File: config.mk
export PLATFORM = sky130hd
export DESIGN_NAME = yc_noc_arb
export DESIGN_NICKNAME = d
export VERILOG_FILES = /design/src/rtl/yc_noc_arb.sv
export SDC_FILE = /design/constraint.sdc
export NUM_CORES = 1
export LEC_CHECK = 0
export ABC_AREA = 1
export BUFFER_PORTS_ARGS = -buffer_cell sky130_fd_sc_hd__buf_4
export CELL_PAD_IN_SITES_DETAIL_PLACEMENT = 1
export CELL_PAD_IN_SITES_GLOBAL_PLACEMENT = 1
export CORE_UTILIZATION = 29
export CTS_CLUSTER_DIAMETER = 120
export DETAILED_ROUTE_END_ITERATION = 12
export GPL_TIMING_DRIVEN = 0
export MAX_ROUTING_LAYER = met4
export PLACE_DENSITY_LB_ADDON = 0.08
export SLEW_MARGIN = 30
export SYNTH_ARGS = -nofsm -noshare
export SYNTH_HDL_FRONTEND = slang
export SYNTH_SLANG_ARGS = --single-unit
export TNS_END_PERCENT = 100
File: constraint.sdc
create_clock -name clk -period 3.3 [get_ports clk]
set_input_delay 0.66 -clock clk [delete_from_list [all_inputs] [get_ports clk]]
set_output_delay 0.66 -clock clk [all_outputs]
set_load 0.02 [all_outputs]
File: src/rtl/yc_noc_arb.sv
// Packet-aware round-robin arbiter/mux feeding the NoC skid stage through a
// one-entry output register; grants are held per packet and over-length packets are cut.
module yc_noc_arb #(
    parameter  int N         = 4,
    parameter  int W         = 32,
    parameter  int MAX_FLITS = 16,
    localparam int SW        = $clog2(N)
) (
    input  logic           clk,
    input  logic           rst_n,
    input  logic [N-1:0]   s_valid,
    input  logic [N*W-1:0] s_data,
    input  logic [N-1:0]   s_last,
    output logic [N-1:0]   s_ready,
    output logic           m_valid,
    output logic [W-1:0]   m_data,
    output logic           m_last,
    output logic [SW-1:0]  m_src,
    input  logic           m_ready,
    output logic           busy,
    output logic           err_overlen
);

    localparam int              CW       = $clog2(MAX_FLITS + 1);
    localparam logic [CW-1:0]   CNT_LAST = CW'(MAX_FLITS - 1);
    localparam logic [SW-1:0]   IDX_LAST = SW'(N - 1);

    typedef enum logic {
        ST_IDLE = 1'b0,
        ST_LOCK = 1'b1
    } state_t;

    state_t          state_r;
    logic [SW-1:0]   rr_ptr_r;
    logic [SW-1:0]   owner_r;
    logic [CW-1:0]   flit_cnt_r;
    logic            out_full_r;
    logic [W-1:0]    m_data_r;
    logic            m_last_r;
    logic [SW-1:0]   m_src_r;
    logic            err_r;

    logic [SW-1:0]   grant_s;
    logic            grant_vld_s;
    logic [SW:0]     sum_s;
    logic [SW-1:0]   cand_s;
    logic [W-1:0]    sel_data_s;
    logic [N-1:0]    s_ready_s;
    logic            out_acc_s;
    logic            accept_s;
    logic            drain_s;
    logic            force_s;
    logic            eff_last_s;

    function automatic logic [SW-1:0] next_idx(input logic [SW-1:0] idx);
        if (idx == IDX_LAST) begin
            return {SW{1'b0}};
        end else begin
            return idx + SW'(1);
        end
    endfunction

    // Grant selection: owner while locked, otherwise first valid source at or after rr_ptr.
    // The scan runs from the farthest offset down so the nearest valid source wins.
    always_comb begin
        grant_s     = {SW{1'b0}};
        grant_vld_s = 1'b0;
        sum_s       = {(SW+1){1'b0}};
        cand_s      = {SW{1'b0}};
        if (state_r == ST_LOCK) begin
            grant_s     = owner_r;
            grant_vld_s = s_valid[owner_r];
        end else begin
            for (int k = N - 1; k >= 0; k--) begin
                sum_s = {1'b0, rr_ptr_r} + (SW+1)'(k);
                if (sum_s >= (SW+1)'(N)) begin
                    cand_s = SW'(sum_s - (SW+1)'(N));
                end else begin
                    cand_s = SW'(sum_s);
                end
                grant_s     = s_valid[cand_s] ? cand_s : grant_s;
                grant_vld_s = grant_vld_s | s_valid[cand_s];
            end
        end
    end

    // Data mux for the granted source.
    always_comb begin
        sel_data_s = {W{1'b0}};
        for (int i = 0; i < N; i++) begin
            sel_data_s = (grant_s == SW'(i)) ? s_data[i*W +: W] : sel_data_s;
        end
    end

    assign out_acc_s  = !out_full_r || m_ready;
    assign accept_s   = out_acc_s && grant_vld_s;
    assign drain_s    = out_full_r && m_ready;
    assign force_s    = (flit_cnt_r == CNT_LAST) && !s_last[grant_s];
    assign eff_last_s = s_last[grant_s] || force_s;

    // One-hot accept toward the granted source only.
    always_comb begin
        s_ready_s = {N{1'b0}};
        if (accept_s) begin
            s_ready_s[grant_s] = 1'b1;
        end else begin
            s_ready_s = {N{1'b0}};
        end
    end

    // One-entry output register: load on accept, empty on drain without reload.
    always_ff @(posedge clk) begin
        if (!rst_n) begin
            out_full_r <= 1'b0;
            m_data_r   <= {W{1'b0}};
            m_last_r   <= 1'b0;
            m_src_r    <= {SW{1'b0}};
        end else if (accept_s) begin
            out_full_r <= 1'b1;
            m_data_r   <= sel_data_s;
            m_last_r   <= eff_last_s;
            m_src_r    <= grant_s;
        end else if (drain_s) begin
            out_full_r <= 1'b0;
        end
    end

    // Packet FSM: lock onto a source until its effective last flit, then advance rr_ptr.
    always_ff @(posedge clk) begin
        if (!rst_n) begin
            state_r    <= ST_IDLE;
            rr_ptr_r   <= {SW{1'b0}};
            owner_r    <= {SW{1'b0}};
            flit_cnt_r <= {CW{1'b0}};
            err_r      <= 1'b0;
        end else begin
            if (accept_s && force_s) begin
                err_r <= 1'b1;
            end
            case (state_r)
                ST_IDLE: begin
                    if (accept_s) begin
                        if (eff_last_s) begin
                            rr_ptr_r   <= next_idx(grant_s);
                            flit_cnt_r <= {CW{1'b0}};
                        end else begin
                            state_r    <= ST_LOCK;
                            owner_r    <= grant_s;
                            flit_cnt_r <= CW'(1);
                        end
                    end
                end
                ST_LOCK: begin
                    if (accept_s) begin
                        if (eff_last_s) begin
                            state_r    <= ST_IDLE;
                            rr_ptr_r   <= next_idx(owner_r);
                            flit_cnt_r <= {CW{1'b0}};
                        end else begin
                            flit_cnt_r <= flit_cnt_r + CW'(1);
                        end
                    end
                end
                default: begin
                    state_r    <= ST_IDLE;
                    flit_cnt_r <= {CW{1'b0}};
                end
            endcase
        end
    end

    assign s_ready     = s_ready_s;
    assign m_valid     = out_full_r;
    assign m_data      = m_data_r;
    assign m_last      = m_last_r;
    assign m_src       = m_src_r;
    assign busy        = (state_r == ST_LOCK);
    assign err_overlen = err_r;

endmodule

## After elaboration in Yosys (flattened, before gate mapping)

Index checks and enable logic that the tools add are counted.
Widths: inputs -> output; s select.

| word-level totals | value |
|---|---|
| register bits | 47 |
| input bits | 139 |
| output and inout bits | 42 |
| logic and storage cells | 109 |

| operators by class | value |
|---|---|
| add/sub/neg operators | 10 |
| order comparisons | 11 |
| eq/ne operators | 9 |
| muxes and demuxes | 51 |
| bitwise operators | 5 |
| reductions and logical operators | 14 |

Operators by type and width:

| operator | count |
|---|---|
| $mux 32 | 4 |
| $mux 2 | 19 |
| $lt 2x3->1 const B | 6 |
| $mux 5 | 3 |
| $mux 1 | 14 |
| $bmux 1 s2 | 6 |
| $pmux 5 s2 | 1 |
| $ge 3x3->1 const B | 3 |
| $sub 2x1->2 const B | 4 |
| $add 2x2->3 const B | 2 |
| $eq 2x2->1 const B | 3 |
| $add 5x1->5 const B | 1 |
| $eq 5x4->1 const B | 1 |
| $logic_and 1x1->1 | 5 |
| $add 2x1->2 const B | 2 |
| $mux 4 | 1 |
| $ne 2x1->1 const B | 2 |
| $ne 2x2->1 const B | 2 |
| $pmux 2 s2 | 1 |
| $reduce_and 4->1 | 1 |
| $add 2x1->3 const B | 1 |
| $ge 2x3->1 const B | 1 |
| $or 1x1->1 | 3 |
| $reduce_and 3->1 | 1 |
| other kinds (10) | 13 |

## Logic depth before layout (Yosys ltp)

| logic depth | value |
|---|---|
| word-level depth | 19 |
| mapped depth | 20 |

## Worst setup path after synthesis

OpenSTA, ideal clock, no wires.

| timing path | value |
|---|---|
| path kind | input-to-output |
| from | input port s_valid[1] |
| to | output port s_ready[1] |
| data arrival time | 2396 ps |
| required time | 2640 ps |
| slack | 244 ps |
| cell stages on the path | 13 |
| buffers on the path | 2 |
| cell sequence | inv_1 > o21ai_2 > nor2_1 > nor2_1 > nand3_2 > nand3_4 > nand2_4 > inv_1 > ha_1 > clkbuf_1 > inv_1 > clkbuf_1 > nor2_1 |

| on the way | value |
|---|---|
| cells in the longest elaborated chain, start to end | 12 |
| elaborated cells between the ends (all ways) | 26 |

RTL lines:

| item | RTL line | text |
|---|---|---|
| from (decl) | 11 | `input logic [N-1:0] s_valid,` |
| $bmux 1 s2 | 81 | `grant_s = s_valid[cand_s] ? cand_s : grant_s;` |
| $mux 1 (not written as such) | 81 |  |
| $mux 2 (3 in series) | 81 |  |
| $mux 2 * | 81 |  |
| $mux 2 * | 70 | `if (state_r == ST_LOCK) begin` |
| via grant_s[0] | 43 | `logic [SW-1:0] grant_s;` |
| $lt 2x3->1 (not written as such) or $ge 2x1->1 (tied branches) | 105 | `s_ready_s[grant_s] = 1'b1;` |
| $logic_and 1x1->1 (not written as such) | 105 |  |
| $mux 1 (not written as such) | 105 |  |
| $demux 1 s2 * | 105 |  |
| $mux 4 * | 104 | `if (accept_s) begin` |
| to (decl) | 14 | `output logic [N-1:0] s_ready,` |

The timed path passes the listed nets; every way through them passes the cells marked *. The select of a mux whose other input is x is not followed.

## Worst setup path in the final report

| timing path | value |
|---|---|
| from | register rr_ptr_r[0] |
| to | output port s_ready[0] |

| on the way | value |
|---|---|
| cells in the longest elaborated chain, start to end | 16 |
| elaborated cells between the ends (all ways) | 43 |

RTL lines:

| item | RTL line | text |
|---|---|---|
| from (decl) | 34 | `logic [SW-1:0] rr_ptr_r;` |
| from (signal assigned) | 132 | `rr_ptr_r <= {SW{1'b0}};` |
| from (signal assigned) | 144 | `rr_ptr_r <= next_idx(grant_s);` |
| from (signal assigned) | 157 | `rr_ptr_r <= next_idx(owner_r);` |
| $add 2x2->3 | 75 | `sum_s = {1'b0, rr_ptr_r} + (SW+1)'(k);` |
| $ge 3x3->1 or $sub 2x1->2 (tied branches) | 76, 77 |  |
| $mux 2 | 76 | `if (sum_s >= (SW+1)'(N)) begin` |
| $mux 2 | 70 |  |
| $bmux 1 s2 | 81, 82 |  |
| $mux 1 (not written as such) | 81, 82 |  |
| $mux 2 (4 in series) | 81 |  |
| $mux 2 | 70 |  |
| $lt 2x3->1 (not written as such) or $ge 2x1->1 (tied branches) | 105 |  |
| $logic_and 1x1->1 (not written as such) | 105 |  |
| $mux 1 (not written as such) | 105 |  |
| $demux 1 s2 | 105 |  |
| $mux 4 * | 104 |  |

Every way passes the cells marked *; elsewhere a longest branch is shown, timed or not. The select of a mux whose other input is x is not followed.

==> summary.md <==
| Metric | Value |
|---|---|
| Peak VDD IR | `0.370 mV` |
| Ys Warns | `0` |
| DR top layer | `met4` |
| Number of global-route vias before repair | `4,237` |
| R2R depth | `15` |
| Area contributors post-synth | `dfxtp_1, nand2_1, a21oi_1, o211ai_1, nand3_1` |
| Mapped cell area | `0.00326 mm^2` |
| Die H | `108 um` |
| Die area | `0.0117 mm^2` |
| Tot GR Track Use | `24.1%` |
| Hold Buf Count CTS | `0` |
| Mapped Avg Cell Area | `6.45 um^2` |
| Synth Flop Type | `dfxtp_1` |
| Minimum clock period | `3.18 ns` |
| Nets@finish | `839` |
| Area of the multi-input gates | `0.00206 mm^2` |
| WP data required | `2.64 ns` |
| Overflow after GRT | `0` |
| WP data arrival | `2.52 ns` |
| Initial DRT Pass Iterations | `5` |
| FF-to-FF Start | `rr_ptr_r[0]$_SDFFE_PN0P_` |
| WL/cell | `16.6 um` |
| Clock-pin slew on the worst setup and hold paths | `0.10 ns` |
| Placed Area | `0.00478 mm^2` |
| Top Ports | `181` |
| Starting Density | `30.0%` |
| Crit start category | `register` |
| Worst-Skew Late Latency | `0.31 ns` |
| Post-synth EDFFs | `0` |
| Fin util | `45.6%` |
| Area grow syn2layout | `52.3%` |
| Clk buf depth | `2` |
| Crit share post-route | `96.5%` |
| CTS buffer count | `5` |
| Final setup viols | `0` |
| First-pass GRT wire length | `21.2 mm` |
| Clk Tree Root Cell | `clkbuf_8` |
| Die span in x | `108 um` |
| Worst Tran Pin Value | `0.591 ns` |
| Slowest stage delay, CP | `0.37 ns` |
| DRC | `0` |
| Maxcap violations | `0` |
| Met2 wire length | `7.13 mm` |
| CTS tree | `done` |
| Antenna fix cells | `0` |
| Post-DP HPWL | `11.0 mm` |
| RSZ-0062 raised after global routing | `yes` |
| Mapped Cells | `506` |
| H-Tree Level Count | `2` |
| Critical path fanouts, max | `10` |
| Sequential-to-total area share from yosys stat | `28.8%` |
| Hold_ws | `0.458 ns` |
| Critical path, cell by cell | `buf_8 -> xnor2_2 -> nand2_4 -> o211ai_2 -> o21a_4 -> ha_2 -> clkbuf_4 -> inv_1 -> nor2_1 -> buf_4` |
| Met1 wire length | `5.74 mm` |
| Share of cells above drive strength 1 | `35.2%` |
| Placer Congestion | `0.799` |
| Top-area cell type share of the netlist area | `28.8%` |
| Post-synth ARST share | `0%` |
| Design Power | `5.12 mW` |
| Hold Path Origin | `err_overlen$_SDFFE_PN0P_` |
| Leakage | `2.41 nW` |
| FP Rows | `38` |
| Vias per cell | `4.98` |
| Fmax | `0.314 GHz` |
| Hold Vio Cnt, Final | `0` |
| Routed vias | `4,155` |
| Reg area | `945 um^2` |
| Hold crit path type | `register to register` |
| DRT antenna net count | `0` |
| Max_slew headroom | `60.6%` |
| Worst Hold Depth | `2` |
| Num Clock Sinks | `47` |
| Yosys reg bits | `47` |
| Total core area | `0.0109 mm^2` |
| Crit path from | `rr_ptr_r[0]$_SDFFE_PN0P_` |
| Top cells by count, synth | `nand2_1, a21oi_1, nand3_1` |
| Initial antenna violation count | `0` |
| Final Slew Violations | `0` |
| Worst Clk Skew | `0.00726 ns` |
| Synth area leader | `dfxtp_1` |
| R2R setup slack | `0.28 ns` |
| Most frequent cell after synthesis | `nand2_1` |
| RR Endpoint | `m_data[9]$_SDFFE_PN0N_` |
| Fill count | `1,463` |
| Post-synthesis cell type count | `26` |
| Drt total wl | `13.8 mm` |
| Crit end category | `output pin` |
| Starting DRT DRC Count | `149` |
| Outcome | `finished, final reports clean` |
| Post-Syn Nets | `652` |
| Largest net degree at the start of global routing | `16` |
| WHS Endpoint | `err_overlen$_SDFFE_PN0P_` |
| Pwr dens | `1030 mW/mm^2` |
| Post-route cell area | `0.00497 mm^2` |
| Crit path max-delay cell type | `dfxtp_4` |
| Met3 wire length | `840 um` |
| I/O Buffers | `179` |
| Setup Crit Path Kind | `register to output pin` |
[cells by family (layout without fill, tap and decap cells)]
family,after synthesis,in the layout,synth area share (%)
simple gates,230,230,32.3
compound gates,149,149,26.6
buf+inv,71,259,8.78
flops,47,47,28.8
fa+ha+maj,7,7,2.68
xor+xnor,2,2,0.767
[repair_timing]
action	4_1_cts	5_1_grt
gates resized for setup	13	9
hold endpoints to repair	0	0
gates cloned	0	0
setup buffers	2	4
pin swaps	0	2
endpoints found under the setup margin	4	3
[through the flow]
step | TNS (ns) | worst slack (ns) | cells
after floorplan | 0 | 0.244 | 506
after global placement | -2.66 | -0.320 | 825
after detailed placement | -5.09 | -0.398 | 825
after CTS | 0 | 0.0219 | 830
after global routing | -0.0555 | -0.0262 | 834
final | 0 | 0.117 | 834
[critical path, delay by kind of cell, from the launching register on]
| family | cells | cell delay [ns] |
|---|---|---|
| xor gates and xnor gates | 1 | 0.23 |
| and+or+nand+nor | 2 | 0.20 |
| adders and majority gates | 1 | 0.31 |
| buffers and inverters | 4 | 0.60 |
| DFF | 1 | 0.37 |
| AOI/OAI and AO/OA | 2 | 0.50 |
[cells in the final DEF (no fill, tap or decap), types with 5 or more instances in the layout]
cell        n
a21oi_1    74
inv_1      24
nand2_1   134
clkbuf_1   21
o211ai_1   34
o21ai_0    34
nand2_2     9
nand4_1     5
dfxtp_1    46
buf_2      10
nor2_1     23
clkbuf_8    7
buf_4     185
nand3_1    48
[worst max-delay path by stage]
stage	end	slack (ns)	cells past startpoint
2_1_floorplan	s_ready[1]	0.24	13
3_3_place_gp	s_ready[3]	-0.32	17
3_5_place_dp	s_ready[3]	-0.40	17
4_1_cts	s_ready[1]	0.02	14
5_1_grt	s_ready[1]	-0.03	14
6_report	s_ready[0]	0.12	10
[state kept, by name (all words and copies together), names as in the netlist, named ones only]
register	flops
owner_r	2
m_data	32
m_src	2
flit_cnt_r	5
m_valid	1
m_last	1
rr_ptr_r	2
err_overlen	1
[power breakdown]
part / total [mW] / internal (mW) / switching (mW)
logic: 3.88 / 1.48 / 2.40
registers: 0.841 / 0.741 / 0.0997
clock network: 0.395 / 0.172 / 0.223
total: 5.12 / 2.40 / 2.72
[cell type report]
| type | count | share of cell area [%] |
|---|---|---|
| Clock inverter | 2 | 0.327 |
| Buffer | 36 | 3.58 |
| Timing Repair Buffer | 185 | 28.0 |
| Inverter | 30 | 2.47 |
| Sequential cell | 47 | 19.0 |
| Tap cell | 140 | 3.53 |
| Multi-Input combinational cell | 388 | 41.5 |
| Clock buffer | 6 | 1.66 |
[per-layer routing]
layer,global-route usage [%],up-vias
li1,-,2085
met5,-,-
met2,42.9,99
met4,3.91,0
met1,27.2,1963
met3,6.51,8
Note: power is estimated with default switching activity, not from simulation.
